`config.mk`:
```
export PLATFORM = sky130hd
export DESIGN_NAME = module_rx_shift_reg_spi
export DESIGN_NICKNAME = d
export VERILOG_FILES = /design/src/rtl/spi_pkg.sv /design/src/rtl/module_bit_counter_spi.sv /design/src/rtl/module_rx_shift_reg_spi.sv
export SDC_FILE = /design/constraint.sdc
export NUM_CORES = 1
export LEC_CHECK = 0
export ABC_AREA = 1
export CAP_MARGIN = 15
export CELL_PAD_IN_SITES_DETAIL_PLACEMENT = 0
export CELL_PAD_IN_SITES_GLOBAL_PLACEMENT = 2
export CORE_ASPECT_RATIO = 0.8
export CORE_MARGIN = 3
export CORE_UTILIZATION = 26
export DETAILED_ROUTE_END_ITERATION = 8
export PLACE_DENSITY_LB_ADDON = 0.1
export SLEW_MARGIN = 5
export SYNTH_ARGS = -nofsm -noshare
export SYNTH_HDL_FRONTEND = slang
export SYNTH_SLANG_ARGS = --single-unit
```
`constraint.sdc`:
```
create_clock -name clk_i -period 1.53 [get_ports clk_i]
set_input_delay 0.153 -clock clk_i [delete_from_list [all_inputs] [get_ports clk_i]]
set_output_delay 0.153 -clock clk_i [all_outputs]
set_load 0.005 [all_outputs]
```
`src/rtl/spi_pkg.sv`:
```
`default_nettype none
// ============================================================================
//  Module      : spi_pkg
//  Description : Shared SPI definitions used by the TX/RX shift registers and
//                the SPI controller: default frame width and the receive-side
//                state encoding.
//  Revision    : 1.0 - initial release
// ============================================================================
package spi_pkg;

  // Default frame width shared by the TX and RX shift registers.
  localparam int SPI_DATA_WIDTH = 8;

  // Receive shifter states. Completion needs no state of its own: the final
  // strobe loads the output word on the same edge that returns to IDLE.
  typedef enum logic [0:0] {
    IDLE = 1'b0,
    RECV = 1'b1
  } rx_state_t;

endpackage : spi_pkg
`default_nettype wire

```
`src/rtl/module_bit_counter_spi.sv`:
```
`default_nettype none
// ============================================================================
//  Module      : module_bit_counter_spi
//  Description : Frame bit counter. Counts enable pulses from 0 up to
//                DATA_WIDTH-1 and flags the terminal count. Enabling at the
//                terminal count wraps to 0, so the count never exceeds
//                DATA_WIDTH-1.
//  Ports       : clk      - system clock
//                rst      - synchronous reset, active-high
//                clear    - return the count to 0 (wins over enable)
//                enable   - advance the count by one
//                terminal - count is at DATA_WIDTH-1
//  Revision    : 1.0 - initial release
// ============================================================================
module module_bit_counter_spi
  import spi_pkg::*;
#(
  parameter int DATA_WIDTH = SPI_DATA_WIDTH
) (
  input  logic clk,
  input  logic rst,
  input  logic clear,
  input  logic enable,
  output logic terminal
);

  localparam int CNT_W = (DATA_WIDTH > 1) ? $clog2(DATA_WIDTH) : 1;
  localparam logic [CNT_W-1:0] LAST_CNT = CNT_W'(DATA_WIDTH - 1);

  logic [CNT_W-1:0] count;

  always_ff @(posedge clk) begin
    if (rst) begin
      count <= '0;
    end else if (clear) begin
      count <= '0;
    end else if (enable) begin
      count <= terminal ? '0 : count + CNT_W'(1);
    end
  end

  assign terminal = (count == LAST_CNT);

endmodule : module_bit_counter_spi
`default_nettype wire

```
`src/rtl/module_rx_shift_reg_spi.sv`:
```
`default_nettype none
// ============================================================================
//  Module      : module_rx_shift_reg_spi
//  Description : SPI master receive shift register. Captures MISO on each
//                sample strobe, assembles DATA_WIDTH bits and presents the
//                word with a valid/ack handshake and a sticky overrun flag.
//  Ports       : clk_i       - system clock
//                rst_i       - synchronous reset, active-high
//                start_i     - one-cycle pulse, begins a frame
//                abort_i     - abandon the current frame
//                sample_en_i - one-cycle strobe on the SCLK sampling edge
//                miso_i      - serial data in (clk_i domain)
//                data_ack_i  - consumer has taken data_o
//                data_o      - last complete received word
//                valid_o     - data_o holds an unacknowledged word
//                busy_o      - frame reception in progress
//                overrun_o   - a word was overwritten before being acked
//  Revision    : 1.0 - initial release
// ============================================================================
module module_rx_shift_reg_spi
  import spi_pkg::*;
#(
  parameter int DATA_WIDTH = SPI_DATA_WIDTH,
  parameter bit LSB_FIRST  = 1'b0
) (
  input  logic                  clk_i,
  input  logic                  rst_i,
  input  logic                  start_i,
  input  logic                  abort_i,
  input  logic                  sample_en_i,
  input  logic                  miso_i,
  input  logic                  data_ack_i,
  output logic [DATA_WIDTH-1:0] data_o,
  output logic                  valid_o,
  output logic                  busy_o,
  output logic                  overrun_o
);

  rx_state_t             state, state_next;
  logic [DATA_WIDTH-1:0] shift_r, shift_next;
  logic                  last_bit;
  logic                  cnt_clear;
  logic                  shift_en;
  logic                  shift_clear;
  logic                  load_word;

  module_bit_counter_spi #(
    .DATA_WIDTH (DATA_WIDTH)
  ) u_bit_counter (
    .clk      (clk_i),
    .rst      (rst_i),
    .clear    (cnt_clear),
    .enable   (shift_en),
    .terminal (last_bit)
  );

  // Shift direction decides where the first received bit ends up.
  if (LSB_FIRST) begin : g_lsb_first
    assign shift_next = {miso_i, shift_r[DATA_WIDTH-1:1]};
  end else begin : g_msb_first
    assign shift_next = {shift_r[DATA_WIDTH-2:0], miso_i};
  end

  always_ff @(posedge clk_i) begin
    if (rst_i) begin
      state <= IDLE;
    end else begin
      state <= state_next;
    end
  end

  always_comb begin
    state_next  = state;
    cnt_clear   = 1'b0;
    shift_clear = 1'b0;
    shift_en    = 1'b0;
    load_word   = 1'b0;
    case (state)
      IDLE: begin
        if (start_i) begin
          state_next  = RECV;
          cnt_clear   = 1'b1;
          shift_clear = 1'b1;
        end
      end
      RECV: begin
        // Abort outranks the strobe, even on the last bit.
        if (abort_i) begin
          state_next = IDLE;
          cnt_clear  = 1'b1;
        end else if (sample_en_i) begin
          shift_en = 1'b1;
          if (last_bit) begin
            state_next = IDLE;
            load_word  = 1'b1;
          end
        end
      end
      default: begin
        state_next = IDLE;
      end
    endcase
  end

  always_ff @(posedge clk_i) begin
    if (rst_i) begin
      shift_r   <= '0;
      data_o    <= '0;
      valid_o   <= 1'b0;
      overrun_o <= 1'b0;
    end else begin
      if (shift_clear) begin
        shift_r <= '0;
      end else if (shift_en) begin
        shift_r <= shift_next;
      end

      if (load_word) begin
        // The word includes the bit arriving with this strobe. A coincident
        // ack retires the old word, so only an unacked word counts as lost.
        data_o    <= shift_next;
        valid_o   <= 1'b1;
        overrun_o <= valid_o & ~data_ack_i;
      end else if (data_ack_i) begin
        valid_o   <= 1'b0;
        overrun_o <= 1'b0;
      end
    end
  end

  assign busy_o = (state == RECV);

endmodule : module_rx_shift_reg_spi
`default_nettype wire

```
==> results.txt <==
----------------------------------------------------
[Critical path]
  Most used cell along the critical path ... nand2_1
  Data arrival time of the critical path ... 1.54 ns
  Element type at the critical path end ... register
  Required time worst endpoint ... 1.69 ns
  Worst reg2reg setup slack ... 0.15 ns
  Worst Setup Path Type ... reg -> reg
  Slowest cell delay on critical path ... 0.37 ns
  Origin of the critical flop-to-flop path ... u_bit_counter.count[0]$_SDFFE_PP0P_
  Reg2Reg Capture Point ... data_o[1]$_SDFFE_PP0P_
  Maximum fanout along the worst path ... 12
  Number of cells traversed by the worst register-to-register path ... 8
  Slowest stage cell on the critical path ... dfxtp_1
  Worst path cell trace ... ha_1 > ha_1 > nand2_1 > nor2_2 > buf_12 > nand2_1 > nand2_1 > nor2_1
  Crit path launch type ... register

[Route]
  Total via count in the routed design ... 773
  Initial DRC Count ... 38
  Post-DR wirelength/cell ... 9.48 microns
  Drt total wl ... 1810 microns
  Remaining number of nets flagged by the antenna check after routing ... 0
  First-pass DRT Iterations ... 3
  Via count normalized by instance count ... 4.05
  DRC violations left ... 0

[Yosys]
  Share of the synthesized netlist area taken by xor and xnor gates ... 0%
  Share of the yosys chip area belonging to registers ... 47.3%
  Largest family of logic cells by synthesized area ... simple AND/OR/NAND/NOR gates
  Synthesis Warnings ... 0
  Average size of a mapped cell ... 6.95 sq um
  Area fraction in and, or, nand and nor cells after synthesis ... 34.2%
  Number of instances in the synthesized netlist ... 128
  Combined area of all synthesized cells ... 890 sq um
  Net Count, Synth ... 137
  Yosys reg bits ... 21
  Post-synthesis adder-cell area fraction ... 2.81%
  Distinct cell type count after synthesis ... 15
  Synth Area in Compound Gates ... 6.89%
  Multiplexer fraction of the synthesized cell area ... 0%

[STA]
  Total count of max-transition violations in the final report ... 0
  Period minus WS final ... 1.38 ns
  Worst clock skew ... 0.00573 ns
  Portion of the clock cycle consumed by the worst path in the final layout ... 90.2%
  Sum of negative setup slack ... 0 ns
  Slew HR ... 75.0%
  Final hold viol count ... 0
  Worst-margin pin slew ... 0.375 ns
  Setup repair after global routing missed its margin ... false
  FMAX ... 0.725 GHz
  Final setup viols ... 0

[Clock network]
  Clock tree from TritonCTS ... done
  Clk sinks ... 21
  Clock Pin Slew Worst Setup and Hold Paths ... 0.07 ns
  Post-cts hold buffer count ... 0
  Total CTS buffers ... 3
  CTS Buffer Depth ... 2
  Library cell used as clock root buffer ... clkbuf_8
  # H-tree levels ... 1
  Clock insertion delay at the later pin of the skew report ... 0.26 ns

[Layout]
  Total of fill cells in the finished design ... 353
  Net count of the finished layout ... 161
  Utilization of the core after routing ... 37.4%
  Final design instance area without fill ... 1190 sq um
  Layout cells sized above 1 ... 7.95%
  Final antenna diode count ... 0
  Area growth from synthesis to final layout ... 33.3%

[Floorplanning]
  Chip width ... 71.4 microns
  Initial core utilization ... 28.0%
  Standard-cell row count ... 18
  Number of top-level pins ... 18
  DIE AREA ... 4160 sq um
  Chip Height ... 58.3 microns
  Placeable Area ... 3180 sq um

[Worst hold path]
  Path class of the lowest-slack min-delay path ... reg -> reg
  WHS Endpoint ... u_bit_counter.count[2]$_SDFFE_PP0P_
  Hold wc startpoint ... u_bit_counter.count[2]$_SDFFE_PP0P_
  Worst hold stages ... 2

[Global routing]
  Wire length of the first global-routing pass ... 3260 microns
  GRT Residual Overflow ... 0
  Tot GR Track Use ... 10.1%
  Via count of the first global-routing pass ... 733
  Initial antenna violation count ... 0
  Pin count of the biggest net entering global routing ... 15

[Place]
  Global placement routability congestion ... 0.751
  Instance area at placement ... 1140 sq um
  Number of input and output port buffers inserted ... 17
  HPWL reported at the end of detailed placement ... 1350 microns

[Pwr]
  Worst-case vdd ir drop ... 0.369 mV
  Leakage component of the power ... 0.522 nW
  Cell Pwr Density ... 836 nW/um^2
  Final Total Pwr ... 992 uW

[Run status]
  Run status ... finished, final reports clean

[Job]
  Max-cap violations ... 0

----------------------------------------------------
-- worst max-delay path: cells and delay by family, from the launching register on --
| family | cells | cell delay, ns |
|---|---|---|
| buf+inv | 1 | 0.14 |
| simple gates | 5 | 0.41 |
| fa+ha+maj | 2 | 0.36 |
| flops | 1 | 0.37 |
-- worst max-delay path by stage --
stage	end	cells after the start	startpoint
floorplan	data_o[1]$_SDFFE_PP0P_	8	u_bit_counter.count[0]$_SDFFE_PP0P_
finish	data_o[1]$_SDFFE_PP0P_	8	u_bit_counter.count[0]$_SDFFE_PP0P_
global placement	u_bit_counter.count[2]$_SDFFE_PP0P_	4	rst_i
detailed placement	u_bit_counter.count[2]$_SDFFE_PP0P_	4	rst_i
global route	data_o[2]$_SDFFE_PP0P_	8	u_bit_counter.count[0]$_SDFFE_PP0P_
CTS	data_o[5]$_SDFFE_PP0P_	8	u_bit_counter.count[0]$_SDFFE_PP0P_
-- power breakdown --
part / switching, mW / leakage [nW] / internal [mW]
combinational: 0.0391 / 0.327 / 0.0338
clock: 0.182 / 0.0255 / 0.181
sequential: 0.00448 / 0.169 / 0.551
total: 0.226 / 0.522 / 0.766
-- state kept, by name, summed over array words and instances (netlist names) --
register / count
busy_o: 1
data_o: 8
overrun_o: 1
shift_r: 7
u_bit_counter.count: 3
valid_o: 1
-- timing repair --
| action | in CTS | in global routing |
|---|---|---|
| buffers inserted | 0 | 0 |
| gates resized for setup | 0 | 1 |
| setup endpoints to repair | 0 | 3 |
-- cells in the mapped netlist --
library cell	count	share of area (%)
a21boi_0	3	2.5
a21oi_1	4	2.3
a21oi_2	1	0.98
buf_4	2	1.7
clkinv_1	1	0.42
dfxtp_1	21	47
ha_1	2	2.8
inv_1	16	6.8
nand2_1	39	16
nand3_1	5	2.8
nand4_1	1	0.70
nor2_1	29	12
nor2_2	1	0.70
nor2_4	1	1.3
o21ai_0	2	1.1
-- layout by cell type (no fill, tap or decap) --
| cell | count |
|---|---|
| clkdlybuf4s50_1 | 17 |
| nand2_1 | 38 |
| nand2_2 | 1 |
| ha_1 | 2 |
| a21boi_0 | 3 |
| nor2_4 | 1 |
| buf_12 | 1 |
| dfxtp_1 | 21 |
| a21oi_1 | 4 |
| inv_1 | 16 |
| clkinv_2 | 1 |
| buf_4 | 3 |
| nor2_1 | 29 |
| nand4_1 | 1 |
| clkinv_1 | 1 |
| clkbuf_8 | 3 |
| a21oi_2 | 1 |
| o21ai_0 | 2 |
| nand3_1 | 5 |
| nor2_2 | 1 |
-- routing by layer --
| metal | track usage [%] | part of all wire [%] |
|---|---|---|
| met1 | 12.7 | 49 |
| met2 | 16.0 | 46 |
| met3 | 4.27 | 4.5 |
| met4 | 3.22 | 0.88 |
| met5 | 0 | 0 |
-- logic make-up (layout without fill, tap and decap cells) --
| group | after synthesis | after routing |
|---|---|---|
| flip-flops | 21 | 21 |
| AO/OA/AOI/OAI | 10 | 10 |
| buffers and inverters | 19 | 42 |
| AND/OR/NAND/NOR | 76 | 76 |
| adder cells (fa/ha/maj) | 2 | 2 |
-- per-stage QoR --
| stage | hold WS, ns | instances | worst slack [ns] |
|---|---|---|---|
| detailed placement | 0.468 | 187 | 0.107 |
| finish | 0.474 | 191 | 0.150 |
| floorplan | 0.222 | 128 | 0.270 |
| CTS | 0.479 | 191 | 0.111 |
| global placement | 0.457 | 187 | 0.112 |
| global route | 0.507 | 191 | 0.00233 |
-- layout make-up --
| type | instances | area [sq um] | share of cell area, % |
|---|---|---|---|
| sequential | 21 | 420 | 35.4 |
| multi-input combinational | 88 | 393 | 33.1 |
| timing repair buffer | 21 | 213 | 17.9 |
| inverter | 17 | 63.8 | 5.38 |
| tap | 40 | 50.0 | 4.22 |
| clock buffer | 3 | 41.3 | 3.48 |
| clock inverter | 1 | 5.00 | 0.422 |
Power figures use the tool's default switching activity.
